<file path="src/rtl/gol_pkg.sv">
// Shared types and helpers for the Game-of-Life display path.
// State encoding for frame streamers and a clog2 that never returns zero.
package gol_pkg;

  typedef enum logic {
    IDLE   = 1'b0,
    STREAM = 1'b1
  } state_t;

  // Coordinate fields need at least one bit even for 1-wide grids.
  function automatic int clog2_min1(input int n);
    return (n <= 2) ? 1 : $clog2(n);
  endfunction

endpackage

</file>
<file path="src/rtl/gol_scan_counter.sv">
// Row-major x/y scan counter for a WIDTH x HEIGHT grid.
// Advances x on enable, wraps to the next row at the end of a row, and wraps the frame at the last cell.
module gol_scan_counter
  import gol_pkg::*;
#(
  parameter  int WIDTH  = 5,
  parameter  int HEIGHT = 5,
  localparam int XW     = clog2_min1(WIDTH),
  localparam int YW     = clog2_min1(HEIGHT)
) (
  input  logic          clk,
  input  logic          reset,
  input  logic          i_en,
  input  logic          i_clr,
  output logic [XW-1:0] o_x,
  output logic [YW-1:0] o_y,
  output logic          o_eol,
  output logic          o_last
);

  logic [XW-1:0] r_x;
  logic [YW-1:0] r_y;
  logic          w_eol;
  logic          w_last;

  assign w_eol  = (r_x == XW'(WIDTH - 1));
  assign w_last = w_eol && (r_y == YW'(HEIGHT - 1));

  // NOTE: sequential state uses non-blocking assignments so every register samples pre-edge values.
  always_ff @(posedge clk) begin
    if (reset || i_clr) begin
      r_x <= '0;
      r_y <= '0;
    end else if (i_en) begin
      if (w_eol) begin
        r_x <= '0;
        r_y <= w_last ? '0 : r_y + 1'b1;
      end else begin
        r_x <= r_x + 1'b1;
      end
    end
  end

  assign o_x    = r_x;
  assign o_y    = r_y;
  assign o_eol  = w_eol;
  assign o_last = w_last;

endmodule

</file>
<file path="src/rtl/gol_frame_streamer.sv">
// Captures one grid generation and replays it as a row-major cell stream with row/frame markers.
// Optional live-cell population count is built when GOL_POPCOUNT_EN is defined.
module gol_frame_streamer
  import gol_pkg::*;
#(
  parameter  int WIDTH  = 5,
  parameter  int HEIGHT = 5,
  localparam int XW     = clog2_min1(WIDTH),
  localparam int YW     = clog2_min1(HEIGHT),
  localparam int PW     = $clog2(WIDTH * HEIGHT + 1)
) (
  input  logic                    clk,
  input  logic                    reset,
  input  logic                    snap_valid,
  output logic                    snap_ready,
  input  logic [WIDTH*HEIGHT-1:0] grid,
  output logic                    cell_valid,
  input  logic                    cell_ready,
  output logic                    cell_data,
  output logic [XW-1:0]           cell_x,
  output logic [YW-1:0]           cell_y,
  output logic                    cell_eol,
  output logic                    cell_last,
  output logic                    pop_valid,
  output logic [PW-1:0]           pop_count
);

  localparam int IW = clog2_min1(WIDTH * HEIGHT);

  state_t                  r_state;
  logic [WIDTH*HEIGHT-1:0] r_snap;
  logic                    r_valid;

  logic          w_capture;
  logic          w_xfer;
  logic [XW-1:0] w_x;
  logic [YW-1:0] w_y;
  logic          w_eol;
  logic          w_last;
  logic [IW-1:0] w_idx;

  assign snap_ready = (r_state == IDLE);
  assign w_capture  = snap_valid && snap_ready;
  assign w_xfer     = r_valid && cell_ready;

  gol_scan_counter #(
    .WIDTH (WIDTH),
    .HEIGHT(HEIGHT)
  ) u_scan (
    .clk   (clk),
    .reset (reset),
    .i_en  (w_xfer),
    .i_clr (w_capture),
    .o_x   (w_x),
    .o_y   (w_y),
    .o_eol (w_eol),
    .o_last(w_last)
  );

  always_ff @(posedge clk) begin
    if (reset) begin
      r_state <= IDLE;
      r_snap  <= '0;
      r_valid <= 1'b0;
    end else begin
      case (r_state)
        IDLE: begin
          if (snap_valid) begin
            r_snap  <= grid;
            r_state <= STREAM;
            r_valid <= 1'b1;
          end
        end
        STREAM: begin
          if (w_xfer && w_last) begin
            r_state <= IDLE;
            r_valid <= 1'b0;
          end
        end
      endcase
    end
  end

  assign w_idx      = IW'(w_x) * IW'(HEIGHT) + IW'(w_y);
  assign cell_valid = r_valid;
  assign cell_x     = w_x;
  assign cell_y     = w_y;
  // Markers are qualified by valid so a 1-wide grid does not flag eol while idle.
  assign cell_data  = r_valid && r_snap[w_idx];
  assign cell_eol   = r_valid && w_eol;
  assign cell_last  = r_valid && w_last;

`ifdef GOL_POPCOUNT_EN
  logic [PW-1:0] r_acc;
  logic [PW-1:0] r_pop_count;
  logic          r_pop_valid;

  always_ff @(posedge clk) begin
    if (reset) begin
      r_acc       <= '0;
      r_pop_count <= '0;
      r_pop_valid <= 1'b0;
    end else begin
      r_pop_valid <= 1'b0;
      if (w_capture) begin
        r_acc <= '0;
      end else if (w_xfer) begin
        r_acc <= r_acc + PW'(cell_data);
        if (w_last) begin
          r_pop_count <= r_acc + PW'(cell_data);
          r_pop_valid <= 1'b1;
        end
      end
    end
  end

  assign pop_valid = r_pop_valid;
  assign pop_count = r_pop_count;
`else
  assign pop_valid = 1'b0;
  assign pop_count = '0;
`endif

endmodule

</file>
<file path="config.mk">
export PLATFORM = sky130hd
export DESIGN_NAME = gol_frame_streamer
export DESIGN_NICKNAME = d
export VERILOG_FILES = /design/src/rtl/gol_pkg.sv /design/src/rtl/gol_scan_counter.sv /design/src/rtl/gol_frame_streamer.sv
export SDC_FILE = /design/constraint.sdc
export NUM_CORES = 1
export LEC_CHECK = 0
export ABC_AREA = 1
export CAP_MARGIN = 20
export CORE_ASPECT_RATIO = 1.4
export CORE_UTILIZATION = 54
export CTS_BUF_LIST = sky130_fd_sc_hd__clkbuf_4 sky130_fd_sc_hd__clkbuf_8
export DETAILED_ROUTE_END_ITERATION = 10
export PLACE_DENSITY = 0.94
export SYNTH_ARGS = -nofsm -noshare
export SYNTH_HDL_FRONTEND = slang
export SYNTH_SLANG_ARGS = --single-unit
</file>
<file path="constraint.sdc">
create_clock -name clk -period 6.7 [get_ports clk]
set_input_delay 1.34 -clock clk [delete_from_list [all_inputs] [get_ports clk]]
set_output_delay 1.34 -clock clk [all_outputs]
set_load 0.1 [all_outputs]
</file>
==> run summary, run 1 <==
==============================================================================
Post-route fraction of the period consumed by the critical path .        0.748
Die height ......................................................      69.1 um
Final net count .................................................          318
Setup skew after layout .........................................   0.00767 ns
Non-Filler Instances ............................................          315
Port-buffer cells ...............................................           39
Overflow left after global routing ..............................            0
Die Wd ..........................................................      49.9 um
Leak ............................................................  0.000956 uW
Detail-routed net length per standard cell ......................      12.7 um
Number of failing setup endpoints in the final timing report ....            0
Starting density of the core ....................................        0.561
Cell at the slowest stage of the critical path .................. clkdlybuf4s50_1
Slew of the pin with the lowest slew margin .....................     0.985 ns
Clock Power Share ...............................................        0.330
Cell chosen for the clock root ..................................     clkbuf_8
Gate count of the mapped netlist ................................          239
Share of synthesized registers carrying an async set or reset ...            0
CTS tree ........................................................         done
Worst stage delay on the critical path ..........................      1.15 ns
Critical path's most frequent cell ..............................      nand2_1
Summed negative setup slack over all endpoints ..................         0 ns
List of most frequent post-synthesis cells ...................... nor2_1 (59), dfxtp_1 (33), nand2_1 (30)
Area added between synthesis and finish .........................        26.3%
Power density of the placed cells ...............................  211 mW/mm^2
RSZ-0062 raised after global routing ............................        false
Number of nets with antenna violations after routing ............            0
Max IR drop VDD .................................................     0.142 mV
Number of enable flip-flop cells after synthesis ................            0
HPWL Detailed ...................................................      2.88 mm
Number of maximum-capacitance violations ........................            0
Top fanout value on the critical path ...........................            7
Die area ........................................................ 0.00345 mm^2
Pin count of the biggest net entering global routing ............           28
Top routing layer in use ........................................         met4
Max Root-Sink Buffers ...........................................            2
Post-CTS repair timing setup buffer count .......................            0
GR Util All Layers ..............................................        0.262
Type of element launching the critical path .....................         flop
Library cell with the highest instance count after synthesis ....       nor2_1
I/O pin count ...................................................           46
Violation count after the first detailed-routing iteration ......           56
Combinational power share .......................................        0.198
Final Hold Violating Endpoints ..................................            0
Switching share of total power ..................................        0.301
Worst-case headroom to the max-slew limit .......................        0.341
Clock latency on the worst-skew pair ............................      0.29 ns
Detail-routed via count per cell ................................         5.27
Synthesis warning total .........................................            0
First-pass detailed-route iteration total .......................            5
Met1 layer wirelength in the final routing ......................      1.48 mm
Number of hold buffers added after CTS ..........................            0
Post-synthesis area per instance ................................    7.26 um^2
Floorplan Core Area ............................................. 0.00309 mm^2
Internal power ..................................................       323 uW
Sequence of cells on the critical path .......................... ha_1, ha_1, fa_1, inv_1, nand3_1, nand3_1, nand2_1, nand2_1, nand2_1, nor2_1, clkdlybuf4s50_1
Number of H-tree levels .........................................            2
Global-route wire length before repair ..........................      6.89 mm
Number of global-route vias before repair .......................        1,663
CP arrival ......................................................      3.67 ns
Worst setup path class ..........................................      reg2out
RePlAce Congestion ..............................................        0.780
Clock sink count ................................................           33
Sequential element share of the synthesized area ................        0.381
Share of post-route cells with drive strength above 1 ...........       0.0543
Standard-cell row count .........................................           24
Resize count post-CTS ...........................................            0
Sequential fraction of design power .............................        0.472
Routed Wire Length ..............................................      4.01 mm
Cell area after layout .......................................... 0.00219 mm^2
Synthesis-stage register bit count ..............................           33
Endpoint required time on the critical path .....................      5.36 ns
Cell total after placement ......................................          308
Clock period minus worst slack ..................................      5.01 ns
Routed length on met3 ...........................................       181 um
Clk slew on worst S/H paths .....................................      0.07 ns
Top-area cell type share of the netlist area ....................        0.381
Library cell with the largest summed area after synthesis .......      dfxtp_1
Cts bufs inserted ...............................................            5
Total met2 wirelength after detailed routing ....................      2.19 mm
Result of the run ............................................... finished, final reports clean
Worst slack on hold paths .......................................     0.522 ns
# DRC ...........................................................            0
Post-synthesis instance area .................................... 0.00173 mm^2
Switching power summed over all nets ............................       139 uW
Total via count in the routed design ............................        1,661
Top area cells in the synthesized netlist ....................... dfxtp_1 (38%), nor2_1 (13%), ha_1 (8.7%)
Critical path capture point type ................................   output pin
Initial antenna violation count .................................            0
Highest attainable clock frequency ..............................      200 MHz
Yosys cell types ................................................           24
Post-placement cell area ........................................ 0.00210 mm^2
Final Max Tran Viols ............................................            0
Main flop type after synthesis ..................................      dfxtp_1
Worst hold path type ............................................      reg2reg
Diode count .....................................................            0
==============================================================================
## power by group through the flow
stage,clock network [uW],registers [uW],logic (uW)
3_5_place_dp,0,222,90.6
2_1_floorplan,0,226,60.3
4_1_cts,153,218,91.5
6_report,152,218,91.3
5_1_grt,161,219,99.8
3_3_place_gp,0,221,88.6
## routing by layer
metal | GRT usage | vias to the layer above
met3 | 0.0596 | 23
met5 | 0 | -
met1 | 0.265 | 744
met2 | 0.464 | 64
li1 | - | 830
met4 | 0.168 | 0
## flip-flops by register name, indices dropped and copies added (netlist names)
name / flops
cell_valid: 1
r_snap: 25
r_state: 1
u_scan.o_x: 3
u_scan.o_y: 3
## cells in the final DEF, fill, tap and decap left out
cell type	instances
nor2_1	59
xnor2_4	1
clkbuf_8	6
o21ai_1	1
fa_1	1
inv_2	4
nand2_2	1
nor3_1	3
xnor2_1	2
dfxtp_1	33
and3_1	1
inv_1	12
nand3_1	25
nor2_4	1
clkinvlp_4	1
nor2_2	1
conb_1	6
clkdlybuf4s50_1	39
ha_1	12
xor2_1	2
nand2_1	30
a21oi_1	8
o21ai_0	27
## logic make-up (layout without fill, tap and decap cells)
| kind of cell | after synthesis | after routing | share of synthesized area |
|---|---|---|---|
| xor gates and xnor gates | 5 | 5 | 0.0361 |
| buffers and inverters | 30 | 62 | 0.0880 |
| and+or+nand+nor | 121 | 121 | 0.291 |
| adders and majority gates | 13 | 13 | 0.0981 |
| other | 1 | 6 | 0.00216 |
| DFF | 33 | 33 | 0.381 |
| AOI/OAI and AO/OA | 36 | 36 | 0.104 |
## worst max-delay path: cells and delay by family (launching register included)
family                   cells  cell delay (ns)
adder cells (fa/ha/maj)      3             1.16
flip-flops                   1             0.47
AND/OR/NAND/NOR              6             0.46
buffers and inverters        2             1.28
## area by class of cell
cell class / count / area, um^2
multi-input cells: 181 / 940
clock buffers: 6 / 82.6
well taps: 39 / 48.8
clock inverters: 1 / 7.51
flip-flops and latches: 33 / 661
repair buffers: 39 / 390
inverters: 16 / 60.1
fillers: 248 / 903
## metrics by stage
stage	total power, uW	utilization	setup slack, ns
floorplan	286	-	1.41
global placement	310	0.679	2.14
detailed placement	312	0.679	2.07
CTS	462	0.708	1.71
global route	480	0.708	1.52
finish	462	0.708	1.69
## final timing paths
path | from | endpoint | slack [ns] | cells past startpoint
setup / recovery | u_scan.o_x[0] | cell_data | 1.69 | 11
hold reg to reg | r_snap[17] | r_snap[17] | 0.52 | 2
hold / removal | r_snap[17] | r_snap[17] | 0.52 | 2
setup reg to reg | u_scan.o_x[0] | u_scan.o_y[2] | 5.15 | 9
(Power assumes the default switching activity.)
==> run 2: changes to the inputs <==
--- a/config.mk
+++ b/config.mk
@@ -8,10 +8,10 @@
 export ABC_AREA = 1
 export CAP_MARGIN = 20
 export CORE_ASPECT_RATIO = 1.4
-export CORE_UTILIZATION = 54
+export CORE_UTILIZATION = 50
 export CTS_BUF_LIST = sky130_fd_sc_hd__clkbuf_4 sky130_fd_sc_hd__clkbuf_8
 export DETAILED_ROUTE_END_ITERATION = 10
-export PLACE_DENSITY = 0.94
+export PLACE_DENSITY = 0.88
 export SYNTH_ARGS = -nofsm -noshare
 export SYNTH_HDL_FRONTEND = slang
 export SYNTH_SLANG_ARGS = --single-unit
==> constraint.sdc (replaced) <==
create_clock -name clk -period 5.1 [get_ports clk]
set_input_delay 1.02 -clock clk [delete_from_list [all_inputs] [get_ports clk]]
set_output_delay 1.02 -clock clk [all_outputs]
set_load 0.1 [all_outputs]
==> run 2 against run 1 <==
  * Routed wire length fell by 3.6%
  * Clock power rose by 26%
  * Largest cell class unchanged
  * Global-route usage fell by 2.7 points
  * Clock-buffer cell count fell by 1
==> run summary, run 2 (synthesis gave the netlist of run 1 again) <==
==============================================================================
Critical path capture point type ................................   output pin
Most frequent cells in the layout ............................... nor2_1 (59), clkdlybuf4s50_1 (38), dfxtp_1 (33), nand2_1 (30), o21ai_0 (27)
Final Hold Violating Endpoints ..................................            0   unchanged
Global-route wire length before repair ..........................      6.51 mm   -5.4%
Number of H-tree levels .........................................            2   unchanged
Power density of the placed cells ...............................  273 mW/mm^2   +29%
Combinational power share .......................................        0.200   +0.002
Leading cell type in the layout, fill and taps excluded .........       nor2_1
GR Util All Layers ..............................................        0.235   -0.0268
Routed Wire Length ..............................................      3.86 mm   -3.6%
Worst-case headroom to the max-slew limit .......................        0.334   -0.00749
Number of global-route vias before repair .......................        1,612   -3.1%
Switching power summed over all nets ............................       185 uW   +33%
Diode count .....................................................            0   unchanged
Post-CTS repair timing setup buffer count .......................            0   unchanged
Overflow left after global routing ..............................            0   unchanged
Leak ............................................................  0.000959 uW   +0.27%
Final net count .................................................          318   unchanged
RSZ-0062 raised after global routing ............................        false
Cts bufs inserted ...............................................            5   unchanged
Post-route fraction of the period consumed by the critical path .        0.758
Internal power ..................................................       411 uW   +27%
Critical path destination .......................................    cell_data
First-pass detailed-route iteration total .......................            4   -1
I/O pin count ...................................................           46   unchanged
Starting density of the core ....................................        0.540   -0.0210
Clock Power Share ...............................................        0.321   -0.009
Standard-cell row count .........................................           24   unchanged
CTS tree ........................................................         done
Register name with the most flops ...............................       r_snap
Final core utilization ..........................................        0.680   -0.0284
Type of element launching the critical path .....................         flop
Number of maximum-capacitance violations ........................            0   unchanged
Number of nets with antenna violations after routing ............            0   unchanged
Clk slew on worst S/H paths .....................................      0.07 ns   about the same
Number of failing setup endpoints in the final timing report ....            0   unchanged
Floorplan Core Area ............................................. 0.00321 mm^2   +3.9%
Resize count post-CTS ...........................................            0   unchanged
Clock period minus worst slack ..................................      3.87 ns
Number of flip-flops under the largest register name ............           25   unchanged
# DRC ...........................................................            0   unchanged
Detail-routed net length per standard cell ......................      12.2 um   -3.9%
Beginning of the critical path .................................. u_scan.o_x[0]
Final Power .....................................................       596 uW   +29%
Total via count in the routed design ............................        1,623   -2.3%
Summed negative setup slack over all endpoints ..................         0 ns   unchanged
Die area ........................................................ 0.00371 mm^2   +7.7%
Worst setup path class ..........................................      reg2out
Detail-routed via count per cell ................................         5.14   -2.6%
Setup skew after layout .........................................   0.00376 ns   -0.00391 ns
Top fanout value on the critical path ...........................            7   unchanged
Capture point of the worst reg-to-reg path ...................... u_scan.o_y[2]
Slew of the pin with the lowest slew margin .....................     0.996 ns   +0.0112 ns
Cell chosen for the clock root ..................................     clkbuf_8
Number of hold buffers added after CTS ..........................            0   unchanged
Die height ......................................................      71.7 um   +3.8%
Pin count of the biggest net entering global routing ............           28   unchanged
Highest attainable clock frequency ..............................      259 MHz
Length in cells of the worst reg-to-reg path ....................            9   unchanged
Launch point of the worst reg-to-reg path ....................... u_scan.o_x[0]
Clock latency on the worst-skew pair ............................      0.29 ns   about the same
Worst hold path type ............................................      reg2reg
Initial antenna violation count .................................            0   unchanged
Share of post-route cells with drive strength above 1 ...........       0.0614   +0.00702
Violation count after the first detailed-routing iteration ......           33   -41%
Final Max Tran Viols ............................................            0   unchanged
Max Root-Sink Buffers ...........................................            2   unchanged
Clock sink count ................................................           33   unchanged
R2r setup slk ...................................................      3.66 ns   -1.49 ns
Max IR drop VDD .................................................     0.234 mV   +65%
Layout filler cell count ........................................          265   +6.9%
Area added between synthesis and finish .........................        25.9%
Result of the run ............................................... finished, final reports clean
CP arrival ......................................................      2.85 ns   -0.82 ns
RePlAce Congestion ..............................................        0.796   +2.0%
Endpoint required time on the critical path .....................      4.08 ns   -1.28 ns
Die Wd ..........................................................      51.8 um   +3.8%
Switching share of total power ..................................        0.310   +0.00872
HPWL Detailed ...................................................      2.86 mm   -0.84%
Port-buffer cells ...............................................           39   unchanged
Sequential fraction of design power .............................        0.479   +0.007
==============================================================================
-- run 2: critical path, cell delays in order (launching register included) --
cell and delay [ns]:
dfxtp_1 0.44, ha_1 0.28, ha_1 0.33, fa_1 0.51
xnor2_4 0.18, inv_1 0.07, o21ai_0 0.10, nand2_1 0.10
nand2_1 0.07, nand2_1 0.05, nor2_1 0.12, buf_4 0.31
-- run 2: power groups by stage --
stage / clock network (uW) / logic [uW] / registers [uW]
3_3_place_gp: 0 / 116 / 291
5_1_grt: 202 / 131 / 287
3_5_place_dp: 0 / 119 / 290
6_report: 191 / 119 / 285
4_1_cts: 192 / 120 / 285
2_1_floorplan: 0 / 79.2 / 297
-- run 2: cell type report --
| cell class | instances | area, um^2 | area share |
|---|---|---|---|
| Inverter | 16 | 60.1 | 0.0275 |
| Clock buffer | 5 | 68.8 | 0.0315 |
| Timing Repair Buffer | 39 | 388 | 0.178 |
| Clock inverter | 3 | 17.5 | 0.00802 |
| Multi-Input combinational cell | 181 | 940 | 0.430 |
| Tap cell | 39 | 48.8 | 0.0223 |
| Sequential cell | 33 | 661 | 0.303 |
-- run 2: per-stage QoR --
stage          instance area (um^2)  hold slack [ns]  worst slack [ns]  std cells
3_5_place_dp                   2100            0.498              1.63        308
2_1_floorplan                  1750            0.478             0.132        244
3_3_place_gp                   2100            0.497              1.68        308
6_report                       2180            0.525              1.23        316
5_1_grt                        2180            0.552              1.00        316
4_1_cts                        2180            0.523              1.24        316
-- run 2: worst min-delay path by stage --
stage	from	end	depth (start not counted)
after floorplan	r_snap[11]	r_snap[11]	2
after global placement	r_snap[4]	r_snap[4]	2
after detailed placement	r_snap[18]	r_snap[18]	2
after CTS	r_snap[15]	r_snap[15]	2
after global routing	r_snap[16]	r_snap[16]	2
final	r_snap[22]	r_snap[22]	2
-- run 2: metal layers --
layer / up-vias / global-route usage / wire length [um]
met5: - / 0 / 0
met4: 0 / 0.123 / 66
met3: 8 / 0.0679 / 199
met2: 48 / 0.417 / 2010
met1: 734 / 0.242 / 1590
li1: 833 / - / -
==> run 3: changes to the inputs <==
==> constraint.sdc (replaced) <==
create_clock -name clk -period 4 [get_ports clk]
set_input_delay 0.8 -clock clk [delete_from_list [all_inputs] [get_ports clk]]
set_output_delay 0.8 -clock clk [all_outputs]
set_load 0.1 [all_outputs]
==> run 3 against run 2 <==
  * First-iteration DRC count increased by 36%
  * Routed wire length decreased by 0.16%
  * Largest cell class unchanged
  * Die area unchanged
  * Clock skew increased by 0.0016 ns
  * Critical path depth decreased by 2
  * Final cell count decreased by 0.32%
  * Combinational power increased by 30%
  * Global-route usage increased by 0.11 points
  * Worst setup slack got worse by 0.75 ns
  * Sequential share of layout area decreased by 0.21 points
==> run summary, run 3 (synthesis gave the netlist of run 1 again) <==
==============================================================================
Number of hold buffers added after CTS ..........................            0   unchanged
Number of maximum-capacitance violations ........................            0   unchanged
Register name with the most flops ...............................       r_snap
Result of the run ............................................... finished, final reports clean
Highest attainable clock frequency ..............................      285 MHz
Clock period minus worst slack ..................................      3.51 ns
I/O pin count ...................................................           46   unchanged
R2r setup slk ...................................................      2.58 ns   -1.08 ns
Clk slew on worst S/H paths .....................................      0.06 ns   about the same
Final Power .....................................................       775 uW   +30%
Capture point of the worst reg-to-reg path ......................   r_snap[23]
Hold path startpoint ............................................    r_snap[7]
Top fanout value on the critical path ...........................            7   unchanged
Worst setup path class ..........................................      reg2out
Number of H-tree levels .........................................            2   unchanged
Starting density of the core ....................................        0.540   unchanged
Leak ............................................................  0.000969 uW   +1.0%
Most frequent cells in the layout ............................... nor2_1 (58), clkdlybuf4s50_1 (37), dfxtp_1 (31), nand2_1 (30), o21ai_0 (27)
RSZ-0062 raised after global routing ............................        false
Initial antenna violation count .................................            0   unchanged
Number of nets with antenna violations after routing ............            0   unchanged
Leading cell type in the layout, fill and taps excluded .........       nor2_1
Hold-critical path depth ........................................            2   unchanged
Pin count of the biggest net entering global routing ............           28   unchanged
Floorplan Core Area ............................................. 0.00321 mm^2   unchanged
Detail-routed net length per standard cell ......................      12.2 um   +0.16%
Routed Wire Length ..............................................      3.86 mm   -0.16%
Final Hold Violating Endpoints ..................................            0   unchanged
Worst-case headroom to the max-slew limit .......................        0.336   +0.00251
Die height ......................................................      71.7 um   unchanged
Diode count .....................................................            0   unchanged
Final net count .................................................          318   unchanged
Cell chosen for the clock root ..................................     clkbuf_8
Resize count post-CTS ...........................................            0   unchanged
Layout filler cell count ........................................          276   +4.2%
Area added between synthesis and finish .........................        27.3%
CTS tree ........................................................         done
Summed negative setup slack over all endpoints ..................         0 ns   unchanged
Endpoint required time on the critical path .....................      3.20 ns   -0.88 ns
Slew of the pin with the lowest slew margin .....................     0.992 ns   -0.00375 ns
CP arrival ......................................................      2.71 ns   -0.14 ns
Number of flip-flops under the largest register name ............           25   unchanged
Critical path capture point type ................................   output pin
Area occupied by multi-input gates ..............................     947 um^2   +0.80%
GR Util All Layers ..............................................        0.236   +0.00109
Port-buffer cells ...............................................           39   unchanged
Clock sink count ................................................           33   unchanged
Share of post-route cells with drive strength above 1 ...........       0.0725   +0.0111
Length in cells of the worst reg-to-reg path ....................            4   -5
First-pass detailed-route iteration total .......................            4   unchanged
Die Wd ..........................................................      51.8 um   unchanged
Worst hold path endpoint ........................................    r_snap[7]
HPWL Detailed ...................................................      2.81 mm   -1.5%
Total via count in the routed design ............................        1,615   -0.49%
Number of global-route vias before repair .......................        1,528   -5.2%
Cell area after layout .......................................... 0.00221 mm^2   +1.1%
Type of element launching the critical path .....................         flop
Violation count after the first detailed-routing iteration ......           45   +36%
RePlAce Congestion ..............................................        0.946   +19%
Max IR drop VDD .................................................     0.288 mV   +23%
Die area ........................................................ 0.00371 mm^2   unchanged
Post-CTS repair timing setup buffer count .......................            0   unchanged
Number of failing setup endpoints in the final timing report ....            0   unchanged
Power density of the placed cells ...............................  351 mW/mm^2   +29%
Max Root-Sink Buffers ...........................................            2   unchanged
Detail-routed via count per cell ................................         5.13   -0.18%
Post-route fraction of the period consumed by the critical path .        0.878
Post-placement cell area ........................................ 0.00212 mm^2   +0.95%
Launch point of the worst reg-to-reg path .......................      r_state
Worst hold path type ............................................      reg2reg
Global-route wire length before repair ..........................      6.53 mm   +0.21%
Setup skew after layout .........................................   0.00539 ns   +0.00164 ns
# DRC ...........................................................            0   unchanged
Cts bufs inserted ...............................................            5   unchanged
Area of all sequential standard cells ...........................     663 um^2   +0.38%
Overflow left after global routing ..............................            0   unchanged
Final Max Tran Viols ............................................            0   unchanged
Clock latency on the worst-skew pair ............................      0.29 ns   about the same
Standard-cell row count .........................................           24   unchanged
Worst slack on hold paths .......................................     0.517 ns   -0.00772 ns
==============================================================================
-- run 3: changes by cell type in the layout (fill, tap and decap cells not counted) --
| cell | previous run | this run |
|---|---|---|
| nor2_1 | 59 | 58 |
| clkbuf_8 | 5 | 6 |
| clkdlybuf4s50_1 | 38 | 37 |
| clkinvlp_4 | 1 | 0 |
| dfxtp_1 | 33 | 31 |
| dfxtp_2 | 0 | 2 |
| clkbuf_4 | 0 | 1 |
| buf_12 | 0 | 1 |
| clkinv_2 | 2 | 0 |
| nor2_4 | 1 | 2 |
-- run 3: how the worst max path moves through the flow --
stage / startpoint / to / slack [ns] / cells past startpoint
3_3_place_gp: u_scan.o_x[0] / cell_data / 0.95 / 9
6_report: u_scan.o_x[0] / cell_data / 0.49 / 9
4_1_cts: u_scan.o_x[0] / cell_data / 0.51 / 9
5_1_grt: u_scan.o_x[0] / cell_data / 0.33 / 9
2_1_floorplan: u_scan.o_x[1] / cell_data / 0.18 / 10
3_5_place_dp: u_scan.o_x[0] / cell_data / 0.82 / 9
-- run 3: through the flow --
| stage | setup WS, ns | cells | utilization |
|---|---|---|---|
| floorplan | 0.183 | 244 | - |
| global placement | 0.946 | 308 | 0.659 |
| detailed placement | 0.819 | 308 | 0.659 |
| CTS | 0.507 | 315 | 0.687 |
| global route | 0.332 | 315 | 0.687 |
| finish | 0.487 | 315 | 0.687 |
-- run 3: routing by layer --
layer  track usage  part of all wire  up-vias
met5             0                 0        -
met4        0.0901             0.020        0
met3        0.0658             0.059       10
met2         0.424              0.51       50
met1         0.255              0.41      724
li1              -                 -      831
-- run 3: cell type report --
cell class	count	share of cell area
well taps	39	0.0221
clock buffers	7	0.0408
multi-input cells	181	0.429
inverters	16	0.0272
flip-flops and latches	33	0.300
repair buffers	39	0.180
-- run 3: worst max-delay path: stages, from the launching register on --
cell and delay, ns:
dfxtp_2 0.35, ha_1 0.32, ha_1 0.34, fa_1 0.64
inv_1 0.11, nand3_1 0.09, nand3_1 0.07, a21oi_1 0.27
nor2_4 0.08, buf_12 0.17
-- run 3: report_power, final --
part | total, uW | leakage, uW | internal [uW] | switching (uW)
sequential | 364 | 0.000273 | 351 | 12.9
clock | 256 | 0.0000477 | 143 | 113
combinational | 155 | 0.000648 | 55.3 | 100
